===== src/rtl/mem_bist_engine.sv =====
// mem_bist_engine
//   Memory built-in-self-test sequencer. It writes a selectable data pattern
//   over an inclusive address window, reads the window back and compares
//   every word. It reports pass/fail, a saturating mismatch count and the
//   first failing address together with its expected and read data.
//   Requests go to ram_ctrl over a single-word request/ready handshake, and
//   at most one access is outstanding at a time.
//
// Ports
//   clk, sys_rst        : clock, asynchronous active-high reset
//   start, abort        : begin a test (sampled in IDLE) / stop at the next
//                         access boundary
//   mode, pattern       : 0 addr-as-data, 1 walking-ones, 2 LFSR,
//                         3 checkerboard of pattern
//   addr_lo, addr_hi    : inclusive test window
//   mem_req/we/addr/wdata, mem_rdy/rdata : ram_ctrl handshake
//   busy, done, pass, cfg_err            : status
//   err_cnt, first_err_addr/exp/act      : error report
module mem_bist_engine #(
  parameter int DATA_W = 16,
  parameter int ADDR_W = 23,
  parameter int ERR_W  = 16,
  parameter logic [DATA_W-1:0] LFSR_POLY = 16'hB400,
  parameter logic [DATA_W-1:0] LFSR_SEED = 16'hACE1
) (
  input  logic              clk,
  input  logic              sys_rst,
  input  logic              start,
  input  logic              abort,
  input  logic [1:0]        mode,
  input  logic [DATA_W-1:0] pattern,
  input  logic [ADDR_W-1:0] addr_lo,
  input  logic [ADDR_W-1:0] addr_hi,
  output logic              mem_req,
  output logic              mem_we,
  output logic [ADDR_W-1:0] mem_addr,
  output logic [DATA_W-1:0] mem_wdata,
  input  logic              mem_rdy,
  input  logic [DATA_W-1:0] mem_rdata,
  output logic              busy,
  output logic              done,
  output logic              pass,
  output logic              cfg_err,
  output logic [ERR_W-1:0]  err_cnt,
  output logic [ADDR_W-1:0] first_err_addr,
  output logic [DATA_W-1:0] first_err_exp,
  output logic [DATA_W-1:0] first_err_act
);

  localparam logic [1:0] IDLE  = 2'd0;
  localparam logic [1:0] WRITE = 2'd1;
  localparam logic [1:0] READ  = 2'd2;
  localparam logic [1:0] DONE  = 2'd3;

  localparam int WALK_W = (DATA_W > 1) ? $clog2(DATA_W) : 1;

  logic [1:0]        state;
  logic [ADDR_W-1:0] addrCur;
  logic [ADDR_W-1:0] addrLo;
  logic [ADDR_W-1:0] addrHi;
  logic [1:0]        modeLat;
  logic [DATA_W-1:0] patLat;
  logic [DATA_W-1:0] lfsr;
  logic [WALK_W-1:0] walkPos;   // index modulo DATA_W, kept as a counter to avoid a divider
  logic              oddIdx;    // bit 0 of the index within the window
  logic              abortSeen;

  logic [DATA_W-1:0] addrData;
  logic [DATA_W-1:0] oneHot;
  logic [DATA_W-1:0] expData;

  // Galois LFSR step: shift right, fold the tap mask in when a one falls out.
  function automatic logic [DATA_W-1:0] lfsrStep(input logic [DATA_W-1:0] v);
    logic [DATA_W-1:0] r;
    if (v[0]) begin
      r = (v >> 1) ^ LFSR_POLY;
    end else begin
      r = v >> 1;
    end
    return r;
  endfunction

  // Address-as-data uses the low address bits, zero-extended for narrow addresses.
  generate
    if (ADDR_W >= DATA_W) begin : gAddrWide
      assign addrData = addrCur[DATA_W-1:0];
    end else begin : gAddrNarrow
      assign addrData = {{(DATA_W-ADDR_W){1'b0}}, addrCur};
    end
  endgenerate

  assign oneHot = {{(DATA_W-1){1'b0}}, 1'b1} << walkPos;

  // Pattern word for the current address; the same value is written and later expected.
  always_comb begin
    expData = '0;
    case (modeLat)
      2'd0:    expData = addrData;
      2'd1:    expData = oneHot;
      2'd2:    expData = lfsr;
      2'd3:    expData = patLat ^ {DATA_W{oddIdx}};
      default: expData = '0;
    endcase
  end

  // Sequencer state, access handshake and result registers.
  always_ff @(posedge clk or posedge sys_rst) begin
    if (sys_rst) begin
      state          <= IDLE;
      addrCur        <= '0;
      addrLo         <= '0;
      addrHi         <= '0;
      modeLat        <= 2'd0;
      patLat         <= '0;
      lfsr           <= LFSR_SEED;
      walkPos        <= '0;
      oddIdx         <= 1'b0;
      abortSeen      <= 1'b0;
      mem_req        <= 1'b0;
      mem_we         <= 1'b0;
      mem_addr       <= '0;
      mem_wdata      <= '0;
      busy           <= 1'b0;
      done           <= 1'b0;
      pass           <= 1'b0;
      cfg_err        <= 1'b0;
      err_cnt        <= '0;
      first_err_addr <= '0;
      first_err_exp  <= '0;
      first_err_act  <= '0;
    end else begin
      done <= 1'b0;
      case (state)
        IDLE: begin
          if (start) begin
            if (addr_hi < addr_lo) begin
              cfg_err <= 1'b1;
              pass    <= 1'b0;
              done    <= 1'b1;
            end else begin
              modeLat        <= mode;
              patLat         <= pattern;
              addrLo         <= addr_lo;
              addrHi         <= addr_hi;
              addrCur        <= addr_lo;
              walkPos        <= '0;
              oddIdx         <= 1'b0;
              lfsr           <= LFSR_SEED;
              abortSeen      <= 1'b0;
              err_cnt        <= '0;
              first_err_addr <= '0;
              first_err_exp  <= '0;
              first_err_act  <= '0;
              pass           <= 1'b0;
              cfg_err        <= 1'b0;
              busy           <= 1'b1;
              state          <= WRITE;
            end
          end
        end

        WRITE, READ: begin
          if (!mem_req) begin
            // Gap cycle between accesses: either issue the next one or honour an abort.
            if (abortSeen || abort) begin
              abortSeen <= 1'b1;
              state     <= DONE;
            end else begin
              mem_req   <= 1'b1;
              mem_we    <= (state == WRITE);
              mem_addr  <= addrCur;
              mem_wdata <= (state == WRITE) ? expData : '0;
            end
          end else if (mem_rdy) begin
            mem_req <= 1'b0;
            mem_we  <= 1'b0;
            lfsr    <= lfsrStep(lfsr);
            if ((state == READ) && (mem_rdata != expData)) begin
              if (err_cnt == '0) begin
                first_err_addr <= addrCur;
                first_err_exp  <= expData;
                first_err_act  <= mem_rdata;
              end
              if (!(&err_cnt)) begin
                err_cnt <= err_cnt + {{(ERR_W-1){1'b0}}, 1'b1};
              end
            end
            // Compare against addrHi before incrementing so an all-ones limit never wraps.
            if (abortSeen || abort) begin
              abortSeen <= 1'b1;
              state     <= DONE;
            end else if (addrCur == addrHi) begin
              if (state == WRITE) begin
                state   <= READ;
                addrCur <= addrLo;
                walkPos <= '0;
                oddIdx  <= 1'b0;
                lfsr    <= LFSR_SEED;
              end else begin
                state <= DONE;
              end
            end else begin
              addrCur <= addrCur + {{(ADDR_W-1){1'b0}}, 1'b1};
              walkPos <= (walkPos == WALK_W'(DATA_W-1)) ? '0 : walkPos + {{(WALK_W-1){1'b0}}, 1'b1};
              oddIdx  <= ~oddIdx;
            end
          end else if (abort) begin
            abortSeen <= 1'b1;
          end
        end

        DONE: begin
          done  <= 1'b1;
          pass  <= (err_cnt == '0) && !abortSeen;
          busy  <= 1'b0;
          state <= IDLE;
        end

        default: begin
          state <= IDLE;
        end
      endcase
    end
  end

endmodule

===== config.mk =====
export PLATFORM = sky130hd
export DESIGN_NAME = mem_bist_engine
export DESIGN_NICKNAME = d
export VERILOG_FILES = /design/src/rtl/mem_bist_engine.sv
export SDC_FILE = /design/constraint.sdc
export NUM_CORES = 1
export LEC_CHECK = 0
export BUFFER_PORTS_ARGS = -buffer_cell sky130_fd_sc_hd__buf_4
export CAP_MARGIN = 10
export CORE_UTILIZATION = 31
export DETAILED_ROUTE_END_ITERATION = 6
export GPL_ROUTABILITY_DRIVEN = 0
export HOLD_SLACK_MARGIN = 0.05
export PLACE_DENSITY = 0.46
export RECOVER_POWER = 100
export SYNTH_ARGS = -nofsm -noshare
export SYNTH_HDL_FRONTEND = slang
export SYNTH_SLANG_ARGS = --single-unit

===== constraint.sdc =====
create_clock -name clk -period 8.7 [get_ports clk]
set_clock_uncertainty 0.15 [all_clocks]
set_input_delay 0.87 -clock clk [delete_from_list [all_inputs] [get_ports clk]]
set_output_delay 0.87 -clock clk [all_outputs]
set_load 0.01 [all_outputs]

# Word-level counts from Yosys, hierarchy flattened
# Cells that the tools add are included.
[classes] n_reduce_logical=23 add_sub_neg=3 shifts=1 muxes=88 bitwise_logic=6 n_lt_le_gt_ge=1 eq_ne=24
[op_table] op="16-bit 2-to-1 mux" count=23
[op_table] op="23-bit 2-to-1 mux" count=13
[op_table] op="16-bit one-hot mux with 2 select lines" count=4
[op_table] op="23-bit one-hot mux with 2 select lines" count=2
[op_table] op="16-bit one-hot mux with 4 select lines" count=1
[op_table] op="4-bit 2-to-1 mux" count=8
[op_table] op="23-bit by 1-bit adder with 23-bit output, second input constant" count=1
[op_table] op="23-bit equality test" count=1
[op_table] op="23-bit less-than comparator" count=1
[op_table] op="1-bit 2-to-1 mux" count=23
[op_table] op="7-bit AND reduction" count=3
[op_table] op="2-bit inequality test, second input constant" count=9
[op_table] op="16-bit by 1-bit adder with 16-bit output, second input constant" count=1
[op_table] op="16-bit logical NOT" count=1
[op_table] op="16-bit inequality test" count=1
[op_table] op="16-bit AND reduction" count=1
[op_table] op="1-bit by 4-bit << shifter with 16-bit output, first input constant" count=1
[op_table] op="16-bit XOR" count=1
[op_table] op="2-bit 2-to-1 mux" count=7
[op_table] op="3-bit AND reduction" count=4
[op_table] op="1-bit one-hot mux with 2 select lines" count=5
[op_table] op="5-bit AND reduction" count=2
[op_table] op="3-bit inequality test, second input constant" count=3
[op_table] op="2-bit equality test, second input constant" count=4
[op_table] op="17 further kinds" count=26
[totals] input_bits=85 output_inout_bits=116 regBits=227 elab_cells=168

# Depth between registers and ports, before layout
[logic_depth] ltp_word=8 depth_mapped=13 ltp_nobuf=10

# Least setup slack after synthesis
# Ideal clock, no wire load.
[synth_timing] kind="input port to flip-flop" startpoint="input addr_lo[21]" endpoint="register err_cnt[15]" slack_ns=5.174 n_path_buf=1 arrival_ns=3.252 stages=11 required_time_ns=8.426 setup_time_ns=0.124 path_cell_list="inv_1 ha_1 nand4_1 nor4_1 a221oi_1 o211ai_1 o31ai_1 a2111oi_4 and2_4 buf_6 a211o_1"
[synth_between] elab_chain_len=3
[synth_lines] item="start, declared" line_no="32" rtl="input logic [ADDR_W-1:0] addr_lo,"
[synth_lines] item="23-bit less-than comparator" line_no="136" rtl="if (addr_hi < addr_lo) begin"
[synth_lines] item="2-bit inequality test (no source line)"
[synth_lines] item="7-bit AND reduction (no source line)"
[synth_lines] item="end signal, assigned" line_no="185" rtl="err_cnt <= err_cnt + {{(ERR_W-1){1'b0}}, 1'b1};"
[synth_lines] item="end, declared" line_no="44" rtl="output logic [ERR_W-1:0] err_cnt,"
# Every way passes these cells.
# A chain may end at the register's enable or synchronous reset.

# Worst setup path after layout
[layout_timing] startpoint="register state[0]" endpoint="register mem_wdata[2]"
[layout_between] elab_chain_len=3 elab_cells_between_ends=5 classes_between="eq/ne (2); mux (1); reduce/logical (2)"
[layout_lines] item="start, declared" line_no="57" rtl="logic [1:0] state;"
[layout_lines] item="start signal, assigned" line_no="109" rtl="state <= IDLE;"
[layout_lines] item="start signal, assigned" line_no="157" rtl="state <= WRITE;"
[layout_lines] item="start signal, assigned" line_no="167" rtl="state <= DONE;"
[layout_lines] item="2-bit by 1-bit equality test with 1-bit output / 2-bit equality test (equally long branches)" line_no="133, 172"
[layout_lines] item="2-bit OR reduction" line_no="133" rtl="case (state)"
[layout_lines] item="3-bit AND reduction (no source line)"
[layout_lines] item="end signal, assigned" line_no="172" rtl="mem_wdata <= (state == WRITE) ? expData : '0;"
[layout_lines] item="end, declared" line_no="37" rtl="output logic [DATA_W-1:0] mem_wdata,"
# Several ways; a longest one is shown, not always the timed one.

==> results by group <==
Place
  • Buffers on Ports: 200
  • Placed wire-length estimate: 30100 µm
  • Inst Count DP: 1989
  • Cell Area, Placed: 14400 µm²

Critical path
  • CP max stage delay: 3.00 ns
  • Critical Path Most Common Cell: clkbuf_1
  • WP buf/inv: 3
  • CP Capture Type: flop
  • Worst endpoint required time: 8.98 ns
  • CP max-delay cell: clkbuf_1
  • Crit-path cells: inv_1, ha_1, clkbuf_1, nand3_2, clkbuf_1, a22o_1
  • CP Max Fanout: 78
  • Crit-path leading delay family: buffers and inverters
  • WP data arrival: 6.54 ns
  • CP Class: flop to flop
  • Worst setup SP type: flop

Power and ir drop
  • Leakage power: between 7 and 8 nW
  • PD cells: 382 nW/µm²
  • Peak supply drop: 192 µV
  • Design Power: 5.70 mW

Logic synthesis
  • Yosys cell types: 80
  • Post-synthesis cell area: about 13000 µm²
  • Simple-Gate Fraction of Synth Area: 15.4%
  • Ys Warns: 0
  • Largest family of logic cells by synthesized area: simple AND/OR/NAND/NOR gates
  • Top-area cell type share of the netlist area: between 40% and 50%
  • EDFF count, synth: 0
  • Xor/xnor cell area share of the yosys netlist: roughly 4.4%
  • Post-synthesis mux area share: 9.87%
  • Post-synth net total: 1452
  • Main synth FF type: dfrtp_1
  • Avg Inst Size Synth: 9.42 µm²
  • Post-Synthesis Cells: 1331
  • Post-Synth Adder-Cell Area: 3.59%
  • Register area share after synthesis: 45.4%
  • Seq cells post-synth: 227
  • Cell taking the most area after synthesis: dfrtp_1
  • Async S/R FF share, synth: between 90% and 100%
  • Synth area leaders: dfrtp_1, nand2_1, mux2i_1
  • Synth Area in Compound Gates: between 10 and 15%

STA
  • Slew Limit Fails: 360
  • RSZ-0062 raised after global routing: false
  • Final hold viol count: 0
  • Period utilisation layout: 71.9%
  • Max-slew headroom: -233%
  • Post-route setup TNS: 0 ns
  • Max Freq: 160 MHz
  • Least-Margin Pin Slew: 4.97 ns
  • Min Tclk post-route: 6.25 ns
  • Setup-failing EPs final: 0

Detailed routing
  • Via count: ~10000
  • Routed Antenna Nets: 0
  • Initial DRC Count: 642
  • Wl on met1: 20800 µm
  • Drt total wl: 41600 µm
  • Drt pass-1 iters: 7
  • Vias per inst: 5.02
  • Remaining DRCs: 0
  • WL met3: 2020 µm
  • WL/cell: 20.3 µm
  • Highest metal used: met4
  • Met2 wire length: 17700 µm

Clocking
  • CTS Buffer Depth: 3
  • Setup bufs post-CTS: 0
  • Sink Count: 227
  • CTS tree: done
  • H-tree levels: 1
  • Num CTS Buffers: 29
  • Hold Buf Count CTS: 0
  • Worst-Skew Late Latency: about 0.57 ns
  • Post-cts sizing count: 0
  • Clock slew seen by the registers of the worst setup and hold paths: ~0.06 ns
  • Clock Tree Root: clkbuf_16

Die
  • Die H: 203 µm
  • Core ar.: around 40000 µm²
  • Initial Util: 31.5%
  • Width of the die: 203 µm
  • Ports: 201
  • Core Rows: 73
  • Die footprint: 41200 µm²

Finish
  • ANT cells: 0
  • NumNets Final: between 1500 and 2000
  • Design Area, Final: 14900 µm²
  • Final-layout fill cell count: 4245
  • P&R area growth vs syn: 19.1%
  • Sequential Area: around 5700 µm²
  • Multi-input logic area: 5940 µm²
  • Fraction of layout cells with a size suffix above 1: 13.9%
  • Fin cells: just over 2000

Run status
  • Failing checks: max-capacitance violations, max-slew violations
  • Outcome: finished, violations left

GRT
  • Largest net degree at the start of global routing: 110
  • First-pass GRT wire length: 64000 µm
  • Initial antenna violation count: 1
  • GRT Total Usage: 20.2%
  • Vias in the first global route: 10075
  • Total grt overflow: 0

Min path
  • HP Class: flop to flop

Job
  • MaxCap Viol Count: 5
-- through the flow --
stage | util [%] | setup slack [ns] | hold WS, ns
after detailed placement | 36.2 | 3.87 | 0.315
final | 37.5 | 2.45 | 0.322
after global placement | 36.2 | 3.95 | 0.311
after global routing | 37.5 | 1.88 | 0.357
after floorplan | - | 1.47 | 0.295
after CTS | 38.7 | 3.86 | 0.329
-- area by class of cell --
class,instances,share of cell area (%)
clock buffers,42,5.66
clock inverters,12,1.11
inverters,119,3.00
multi-input cells,899,39.8
flip-flops and latches,227,38.1
well taps,525,4.40
repair buffers,220,7.95
-- final timing paths --
| path | start | endpoint | slack, ns | depth (start not counted) |
|---|---|---|---|---|
| max in group asynchronous | sys_rst | addrLo[20] | 4.25 | 3 |
| min in group asynchronous | sys_rst | first_err_act[12] | 1.69 | 2 |
| setup / recovery | state[0] | mem_wdata[2] | 2.45 | 6 |
| hold / removal | mem_addr[17] | mem_addr[17] | 0.32 | 2 |
| hold reg to reg | mem_addr[17] | mem_addr[17] | 0.32 | 2 |
| setup reg to reg | state[0] | mem_wdata[2] | 2.45 | 6 |
-- where the power goes --
group	leakage (nW)	internal [mW]	total (mW)	switching (mW)
combinational	3.79	0.927	2.43	1.51
clock	0.499	0.788	1.27	0.480
sequential	2.82	1.53	2.00	0.471
total	7.11	3.24	5.70	2.46
-- cells in the mapped netlist (4+ instances only) --
master    count
nand3_1      42
inv_1       118
mux2i_1      64
xnor2_1      45
a21oi_1      44
a32o_1        7
and3_1        9
o21a_1        7
o21ai_0      79
buf_1         7
nand4_1      18
a22o_1       11
a211oi_1     27
nand2b_1      5
nor3b_1       4
nor2b_1      10
o31ai_1       7
o211ai_1      9
nand2_1     200
ha_1         36
o22ai_1       7
dfrtp_1     219
mux2_2       44
mux2_1        5
buf_12        5
xor2_1       18
a21o_1        5
nor4_1        8
nor2_1       74
buf_2        14
a221oi_1      4
clkbuf_1     55
a31oi_1      13
nor3_1       18
or2_2         4
o32a_1        4
dfstp_2       8
-- metal layers --
layer | track usage [%] | vias up
met5 | 0 | -
met4 | 5.72 | 0
met3 | 2.66 | 63
met2 | 29.6 | 265
met1 | 30.7 | 4967
li1 | - | 4961
-- layout by cell type, fill, tap and decap left out, types with 41 or more instances in the layout --
master    count
o21ai_0      80
nand3_1      41
clkbuf_1    130
nand2_1     200
xnor2_1      45
mux2_2       44
mux2i_1      64
a21oi_1      44
nor2_1       74
inv_1       117
dfrtp_1     219
buf_4        95
-- worst register-to-register path, delay by kind of cell, from the launching register on --
kind                       cells  cell delay (ns)
AOI/OAI and AO/OA              1             0.57
adders and majority gates      1             0.60
buffers and inverters          3             4.14
DFF                            1             0.40
and+or+nand+nor                1             0.26
-- sequential cells by signal (all words and copies together) (netlist names), 23 cells and up --
signal          cells
addrHi             23
addrLo             23
mem_addr           23
addrCur            23
first_err_addr     23
-- logic make-up after synthesis --
kind of cell	after synthesis
multiplexers	115
adder cells (fa/ha/maj)	36
AND/OR/NAND/NOR	420
AO/OA/AOI/OAI	265
buffers and inverters	205
XOR/XNOR	63
flip-flops	227
No activity file was read; power rests on OpenSTA's default activity.
